<file path="config.mk">
export PLATFORM = sky130hd
export DESIGN_NAME = interrupt_arbiter
export DESIGN_NICKNAME = d
export VERILOG_FILES = /design/src/rtl/interrupt_arbiter_pkg.sv /design/src/rtl/interrupt_arbiter_rr_pick2.sv /design/src/rtl/interrupt_arbiter.sv
export SDC_FILE = /design/constraint.sdc
export NUM_CORES = 1
export LEC_CHECK = 0
export ABC_CLOCK_PERIOD_IN_PS = 4800
export CORE_MARGIN = 4
export CORE_UTILIZATION = 45
export CTS_CLUSTER_DIAMETER = 40
export CTS_CLUSTER_SIZE = 25
export DETAILED_ROUTE_END_ITERATION = 8
export GPL_TIMING_DRIVEN = 0
export PLACE_DENSITY = 0.7
export SYNTH_ARGS = -nofsm -noshare
export SYNTH_HDL_FRONTEND = slang
export SYNTH_SLANG_ARGS = --single-unit
</file>
<file path="constraint.sdc">
create_clock -name clk -period 4.8 [get_ports clk]
set_input_delay 0.96 -clock clk [delete_from_list [all_inputs] [get_ports clk]]
set_output_delay 0.96 -clock clk [all_outputs]
set_load 0.02 [all_outputs]
</file>
<file path="src/rtl/interrupt_arbiter_pkg.sv">
// Shared definitions for the interrupt arbiter: FSM state encoding and requester indices.
package interrupt_arbiter_pkg;

   typedef enum logic [3:0] {
      ST_IDLE  = 4'b0001,
      ST_ISSUE = 4'b0010,
      ST_ACK   = 4'b0100,
      ST_GAP   = 4'b1000
   } state_t;

   localparam logic RX = 1'b0;
   localparam logic TX = 1'b1;

   localparam int GAP_CNT_W = 16;

   // Number of active requesters in a two-bit request vector, widened for counter arithmetic.
   function automatic logic [31:0] req_count(input logic [1:0] req);
      return {31'd0, req[0]} + {31'd0, req[1]};
   endfunction

endpackage

</file>
<file path="src/rtl/interrupt_arbiter_rr_pick2.sv">
// Combinational round-robin picker for two requesters; on a tie the one not granted last wins.
module rr_pick2
   import interrupt_arbiter_pkg::*;
(
   input  logic [1:0] req,
   input  logic       last,
   output logic       grant,
   output logic       valid
);

   always_comb begin
      valid = |req;
      grant = RX;
      if (req == 2'b11) begin
         grant = ~last;
      end else if (req[TX]) begin
         grant = TX;
      end
   end

endmodule

</file>
<file path="src/rtl/interrupt_arbiter.sv">
// Shares the core interrupt handshake between rx and tx generators with round-robin grant,
// a post-handshake gap, and drop-when-disabled. Optional macro INTR_COALESCE_EN acks both.
module interrupt_arbiter
   import interrupt_arbiter_pkg::*;
#(
   parameter int unsigned GAP_CYCLES = 4
) (
   input  logic        clk,
   input  logic        reset,
   output logic        cfg_interrupt_n,
   input  logic        cfg_interrupt_rdy_n,
   input  logic        rx_interrupt_n,
   output logic        rx_interrupt_rdy_n,
   input  logic        tx_interrupt_n,
   output logic        tx_interrupt_rdy_n,
   input  logic        interrupts_enabled,
   output logic [31:0] intr_issued,
   output logic [31:0] intr_dropped
);

   localparam logic [GAP_CNT_W-1:0] GAP_LAST = GAP_CNT_W'(GAP_CYCLES - 1);

   state_t               state_reg;
   logic                 cfg_n_reg;
   logic [1:0]           rdy_n_reg;
   logic                 grant_reg;
   logic                 last_grant_reg;
   logic [GAP_CNT_W-1:0] gap_cnt_reg;
   logic [31:0]          issued_reg;
   logic [31:0]          dropped_reg;

   logic [1:0] req_n;
   logic [1:0] req;
   logic       pick_grant;
   logic       pick_valid;
   logic [1:0] ack_mask_next;

   assign req_n = {tx_interrupt_n, rx_interrupt_n};

   generate
      for (genvar gi = 0; gi < 2; gi++) begin : g_req
         assign req[gi] = ~req_n[gi];
      end
   endgenerate

   rr_pick2 u_pick (
      .req   (req),
      .last  (last_grant_reg),
      .grant (pick_grant),
      .valid (pick_valid)
   );

   // Requesters acknowledged on the core handshake edge.
   always_comb begin
      ack_mask_next = 2'b00;
      ack_mask_next[grant_reg] = 1'b1;
`ifdef INTR_COALESCE_EN
      ack_mask_next = ack_mask_next | req;
`endif
   end

   always_ff @(posedge clk or posedge reset) begin
      if (reset) begin
         state_reg      <= ST_IDLE;
         cfg_n_reg      <= 1'b1;
         rdy_n_reg      <= 2'b11;
         grant_reg      <= RX;
         last_grant_reg <= TX;
         gap_cnt_reg    <= '0;
         issued_reg     <= '0;
         dropped_reg    <= '0;
      end else begin
         // Acknowledges are single-cycle pulses; only the branches below assert them.
         rdy_n_reg <= 2'b11;
         unique case (state_reg)
            ST_IDLE: begin
               if (pick_valid) begin
                  if (!interrupts_enabled) begin
                     rdy_n_reg   <= ~req;
                     dropped_reg <= dropped_reg + req_count(req);
                     gap_cnt_reg <= '0;
                     state_reg   <= ST_GAP;
                  end else begin
                     cfg_n_reg      <= 1'b0;
                     grant_reg      <= pick_grant;
                     last_grant_reg <= pick_grant;
                     state_reg      <= ST_ISSUE;
                  end
               end
            end
            ST_ISSUE: begin
               if (!cfg_interrupt_rdy_n) begin
                  cfg_n_reg  <= 1'b1;
                  rdy_n_reg  <= ~ack_mask_next;
                  issued_reg <= issued_reg + 32'd1;
                  state_reg  <= ST_ACK;
               end
            end
            ST_ACK: begin
               gap_cnt_reg <= '0;
               state_reg   <= ST_GAP;
            end
            ST_GAP: begin
               if (gap_cnt_reg == GAP_LAST) begin
                  gap_cnt_reg <= '0;
                  state_reg   <= ST_IDLE;
               end else begin
                  gap_cnt_reg <= gap_cnt_reg + 1'b1;
               end
            end
            default: begin
               cfg_n_reg <= 1'b1;
               state_reg <= ST_IDLE;
            end
         endcase
      end
   end

   assign cfg_interrupt_n    = cfg_n_reg;
   assign rx_interrupt_rdy_n = rdy_n_reg[RX];
   assign tx_interrupt_rdy_n = rdy_n_reg[TX];
   assign intr_issued        = issued_reg;
   assign intr_dropped       = dropped_reg;

endmodule

</file>
---- Word level (Yosys, flattened, before mapping) ----
Cells that the tools add are included.
W data, S select, Z words.
operators by class
  bitwise gates (word level) .............. 8
  $add $sub $neg .......................... 4
  eq/ne operators ......................... 11
  multiplexer cells ....................... 21
  reduce and logical (&&, ||, !) cells .... 10
  order comparisons ....................... 2
operators by type and width
  cell                     count
  $mux W16                 3
  $pmux W16 S3             1
  $add A32 B1 Y32 const B  1
  $add A32 B2 Y32          1
  $add A16 B1 Y16 const B  1
  $eq A16 B2 Y1 const B    1
  $mux W4                  4
  $pmux W4 S4              1
  $reduce_and A3 Y1        4
  $ne A2 B2 Y1 const B     5
  $mux W1                  6
  $mux W2                  3
  $not A1 Y1               6
  $eq A4 B1 Y1 const B     1
  $eq A4 B2 Y1 const B     1
  $eq A4 B3 Y1 const B     1
  $eq A4 B4 Y1 const B     1
  $not A2 Y2               2
  $pmux W2 S2              1
  $reduce_and A4 Y1        1
  $reduce_or A2 Y1         2
  $pmux W1 S3              1
  $reduce_bool A3 Y1       1
  $add A1 B1 Y2            1
  other kinds (6)          6
storage, ports and cells
  word-level logic and storage cells ...... 64
  register bits after elaboration ......... 89

---- Depth between registers and ports, before layout ----
  depth in word-level cells ............... 7
  mapped depth ............................ 9
  depth with buffers taken out ............ 9

---- Cells and area by module ----
From an unflattened synthesis, not the netlist that was laid out.
second synthesis, totals
  cells, all modules ...................... 398
  area total of the unflattened synthesis .. 4289.1 sq um
by module, submodules not included
  module             times used  area an instance (sq um)  cells each
  interrupt_arbiter  1           4275.4                    396
  rr_pick2           1           13.8                      2

---- Least setup slack after synthesis ----
Ideal clock, no wire load.
  path kind ............................... input-to-reg
  start ................................... in rx_interrupt_n
  end ..................................... reg dropped_reg[31], in the netlist intr_dropped[31]
  arrival time ............................ 2478 ps
  library setup time ...................... 79 ps
  path slack .............................. 2243 ps
  buffers on the path ..................... 0
  cell stages on the path ................. 6
  cells stage by stage .................... fa_1 -> and3b_1 -> nand4_1 -> nand3b_1 -> nor4_1 -> xor2_1
on the way
  word-level cells in the longest chain between the ends .. 3
  elaborated cells on any way between the ends .. 5
  classes of those cells .................. 2 x add/sub; 1 x bitwise; 2 x reduce/logical
ends and longest elaborated chain
  what                                                  RTL line                                                       text
  from (decl)                                           interrupt_arbiter.sv:12                                        input logic rx_interrupt_n,
  $not A1 Y1 (*)                                        interrupt_arbiter.sv:42                                        assign req[gi] = ~req_n[gi];
  $add A1 B1 Y2 or $reduce_or A2 Y1 (tied branches)     interrupt_arbiter_pkg.sv:18, interrupt_arbiter_rr_pick2.sv:12
  $add A32 B2 Y32 or $reduce_and A3 Y1 (tied branches)  n/a
  to (signal assigned)                                  interrupt_arbiter.sv:80                                        dropped_reg <= dropped_reg + req_count(req);
  to (decl)                                             interrupt_arbiter.sv:30                                        logic [31:0] dropped_reg;
Every way passes the cells marked *; elsewhere a longest branch is shown, timed or not.
A chain may end at the register's enable or synchronous reset.

---- Worst setup path after layout ----
  start ................................... in tx_interrupt_n
  end ..................................... reg dropped_reg[31], in the netlist intr_dropped[31]
on the way
  word-level cells in the longest chain between the ends .. 3
  elaborated cells on any way between the ends .. 5
  classes of those cells .................. 2 x add/sub; 1 x bitwise; 2 x reduce/logical
ends and longest elaborated chain
  what                                                  RTL line                                                       text
  from (decl)                                           interrupt_arbiter.sv:14                                        input logic tx_interrupt_n,
  $not A1 Y1 (*)                                        interrupt_arbiter.sv:42
  $add A1 B1 Y2 or $reduce_or A2 Y1 (tied branches)     interrupt_arbiter_pkg.sv:18, interrupt_arbiter_rr_pick2.sv:12
  $add A32 B2 Y32 or $reduce_and A3 Y1 (tied branches)  n/a
Marked as above.

==> results.tsv <==
metric	value	unit
yosys-top-cells-area	dfrtp_1 (50%), xnor2_1 (8.7%), xor2_1 (4.4%)	
core	9196	um^2
hold_buffers	0	
drtIter0Drc	156	
cts_resized	0	
max_stage_delay	0.57	ns
worstMarginPinSlew	0.8185	ns
htree_levels	3	
synth_warnings	0	
worstPathRequired	5.08	ns
slew_violations	0	
grt_usage	17.94	%
vias	3315	
syn-mean-instance-area	10.40	um^2
critPathSlowestCell	clkdlybuf4s50_1	
yosysMostFrequentCell	dfrtp_1	
wl_per_cell	15.10	um
async_flop_share	100.0	%
diodes	0	
first_pass_iters	4	
drc	0	
crit_type	input pin to flip-flop	
grt_overflow	0	
clk_latency	0.36	ns
cp-start-kind	input pin	
fmax	326.9	MHz
dieArea	10990	um^2
period_needed	3.059	ns
cts.sink_count	89	
antenna_found_initial	0	
clock_skew	0.01014	ns
slew_headroom	44.67	%
cts_buffer_depth	2	
rsz0062_at_grt	false	
pin_count	73	
ys_seq_area_share	52.90	%
ir_worst_vdd	0.1994	mV
start_util	45.90	%
numCtsBuffers	9	
synth_commonest_cells	dfrtp_1 (84), nand2_1 (45), xnor2_1 (42)	
dp_hpwl	6590	um
outcome	finished, final reports clean	
port-buffer-count	72	
routed_wl	9148	um
hold_class	flip-flop to flip-flop	
crit_path_cell_trace	clkdlybuf4s50_1, fa_1, and3b_1, nand4_1, nand3b_1, nor4_1, xor2_1	
num-fill-cells	800	
synth_nets	416	
dp.cells	590	
synth_cell_type_count	52	
synth_cells	406	
critPathMaxFanout	9	
fp.dieH	104.9	um
gp_congestion	0.8212	
synthFlopType	dfrtp_1	
cts_root_buf	clkbuf_8	
ys_seq_elements	89	
rows	35	
cp-end-kind	flip-flop	
final-setup-viol-count	0	
vias_per_cell	5.470	
fin_crit_sh	63.73	%
fin_nets	500	
power_density	365.0	nW/um^2
cts_setup_buffers	0	
cts_tree	built	
instances_no_fill	606	
ant_nets	0	
tns	0	ns
final_hold_viol_count	0	
grt_pass1_wl	16400	um
drv_cap	0	
die_w	104.9	um
syn2layout_area_growth	25.13	%
grt_pass1_vias	3418	
grt_max_degree	51	
leakagePower	0.002280	uW
path_clk_slew	0.09	ns
synth-edff-count	0	
synth_top_cell_by_area	dfrtp_1	
drive_gt1_share	6.263	%
synth_top_area_share	49.79	%
syn_area	4222	um^2
cp_data_arrival_time	3.34	ns
kinds of logic after synthesis:
kind of cell               Yosys count  share of synthesized area, %
and+or+nand+nor                    184                         23.74
DFF                                 89                         52.90
xor gates and xnor gates            63                         13.07
AOI/OAI and AO/OA                   47                         6.847
buffers and inverters               17                         1.571
adders and majority gates            4                         1.363
muxes                                2                        0.5038
layer usage:
metal / up-vias / track usage [%] / wire (um)
met5: - / 0 / 0
met4: 0 / 5.811 / 66
met3: 4 / 3.891 / 363
met2: 72 / 28.28 / 4375
met1: 1631 / 24.73 / 4343
li1: 1608 / - / -
cell usage in the layout (no fill, tap or decap), types with 7 or more instances in the layout:
| cell type | Yosys | final |
|---|---|---|
| a21oi_1 | 7 | 7 |
| and3_1 | 12 | 12 |
| and2_1 | 7 | 7 |
| inv_1 | 10 | 9 |
| nand2_1 | 45 | 45 |
| xor2_1 | 21 | 21 |
| clkbuf_8 | 0 | 9 |
| nand3_1 | 33 | 33 |
| xnor2_1 | 42 | 42 |
| nor2_1 | 23 | 23 |
| nand4_1 | 18 | 18 |
| nor3_1 | 12 | 12 |
| clkdlybuf4s50_1 | 0 | 72 |
| a31oi_1 | 7 | 7 |
| clkbuf_1 | 5 | 7 |
| o21ai_0 | 16 | 16 |
| dfrtp_1 | 84 | 84 |
worst max-delay path, delay by kind of cell:
| family | cells | cell delay, ns |
|---|---|---|
| buffers and inverters | 1 | 0.57 |
| adders and majority gates | 1 | 0.47 |
| and+or+nand+nor | 4 | 1.17 |
| xor gates and xnor gates | 1 | 0.18 |
power by group:
group          internal [uW]  switching, uW  total, uW
sequential               859            112        971
combinational            213            281        494
clock                    191            272        464
total                   1260            665       1930
final timing paths:
kind,slack [ns],start,to,cells past startpoint
hold / removal,0.48,intr_dropped[31],intr_dropped[31],1
hold reg to reg,0.48,intr_dropped[31],intr_dropped[31],1
min in group asynchronous,1.00,reset,intr_issued[16],2
max in group asynchronous,3.13,reset,state_reg[0],3
setup / recovery,1.74,tx_interrupt_n,intr_dropped[31],7
setup reg to reg,2.30,state_reg[2],gap_cnt_reg[13],7
final cells by class:
type / count / area, um^2 / area share [%]
Clock buffer: 11 / 131.4 / 2.487
Tap cell: 111 / 138.9 / 2.629
Buffer: 7 / 28.78 / 0.5448
Inverter: 10 / 40.04 / 0.7579
Clock inverter: 5 / 40.04 / 0.7579
Multi-Input combinational cell: 300 / 1922 / 36.38
Sequential cell: 89 / 2233 / 42.28
Timing Repair Buffer: 73 / 748.2 / 14.16
through the flow:
| stage | setup slack [ns] | power, uW | hold WS [ns] | utilization (%) | area, um^2 |
|---|---|---|---|---|---|
| after floorplan | 1.541 | 1289 | 0.4651 | - | 4222 |
| after global placement | 0.1638 | 1460 | 0.4576 | 55.25 | 5081 |
| after detailed placement | 1.401 | 1479 | 0.4640 | 55.58 | 5111 |
| after global routing | 1.563 | 2057 | 0.5002 | 57.44 | 5283 |
| after CTS | 1.775 | 1950 | 0.4808 | 57.44 | 5283 |
| final | 1.741 | 1928 | 0.4779 | 57.44 | 5283 |
Power figures use the tool's default switching activity.
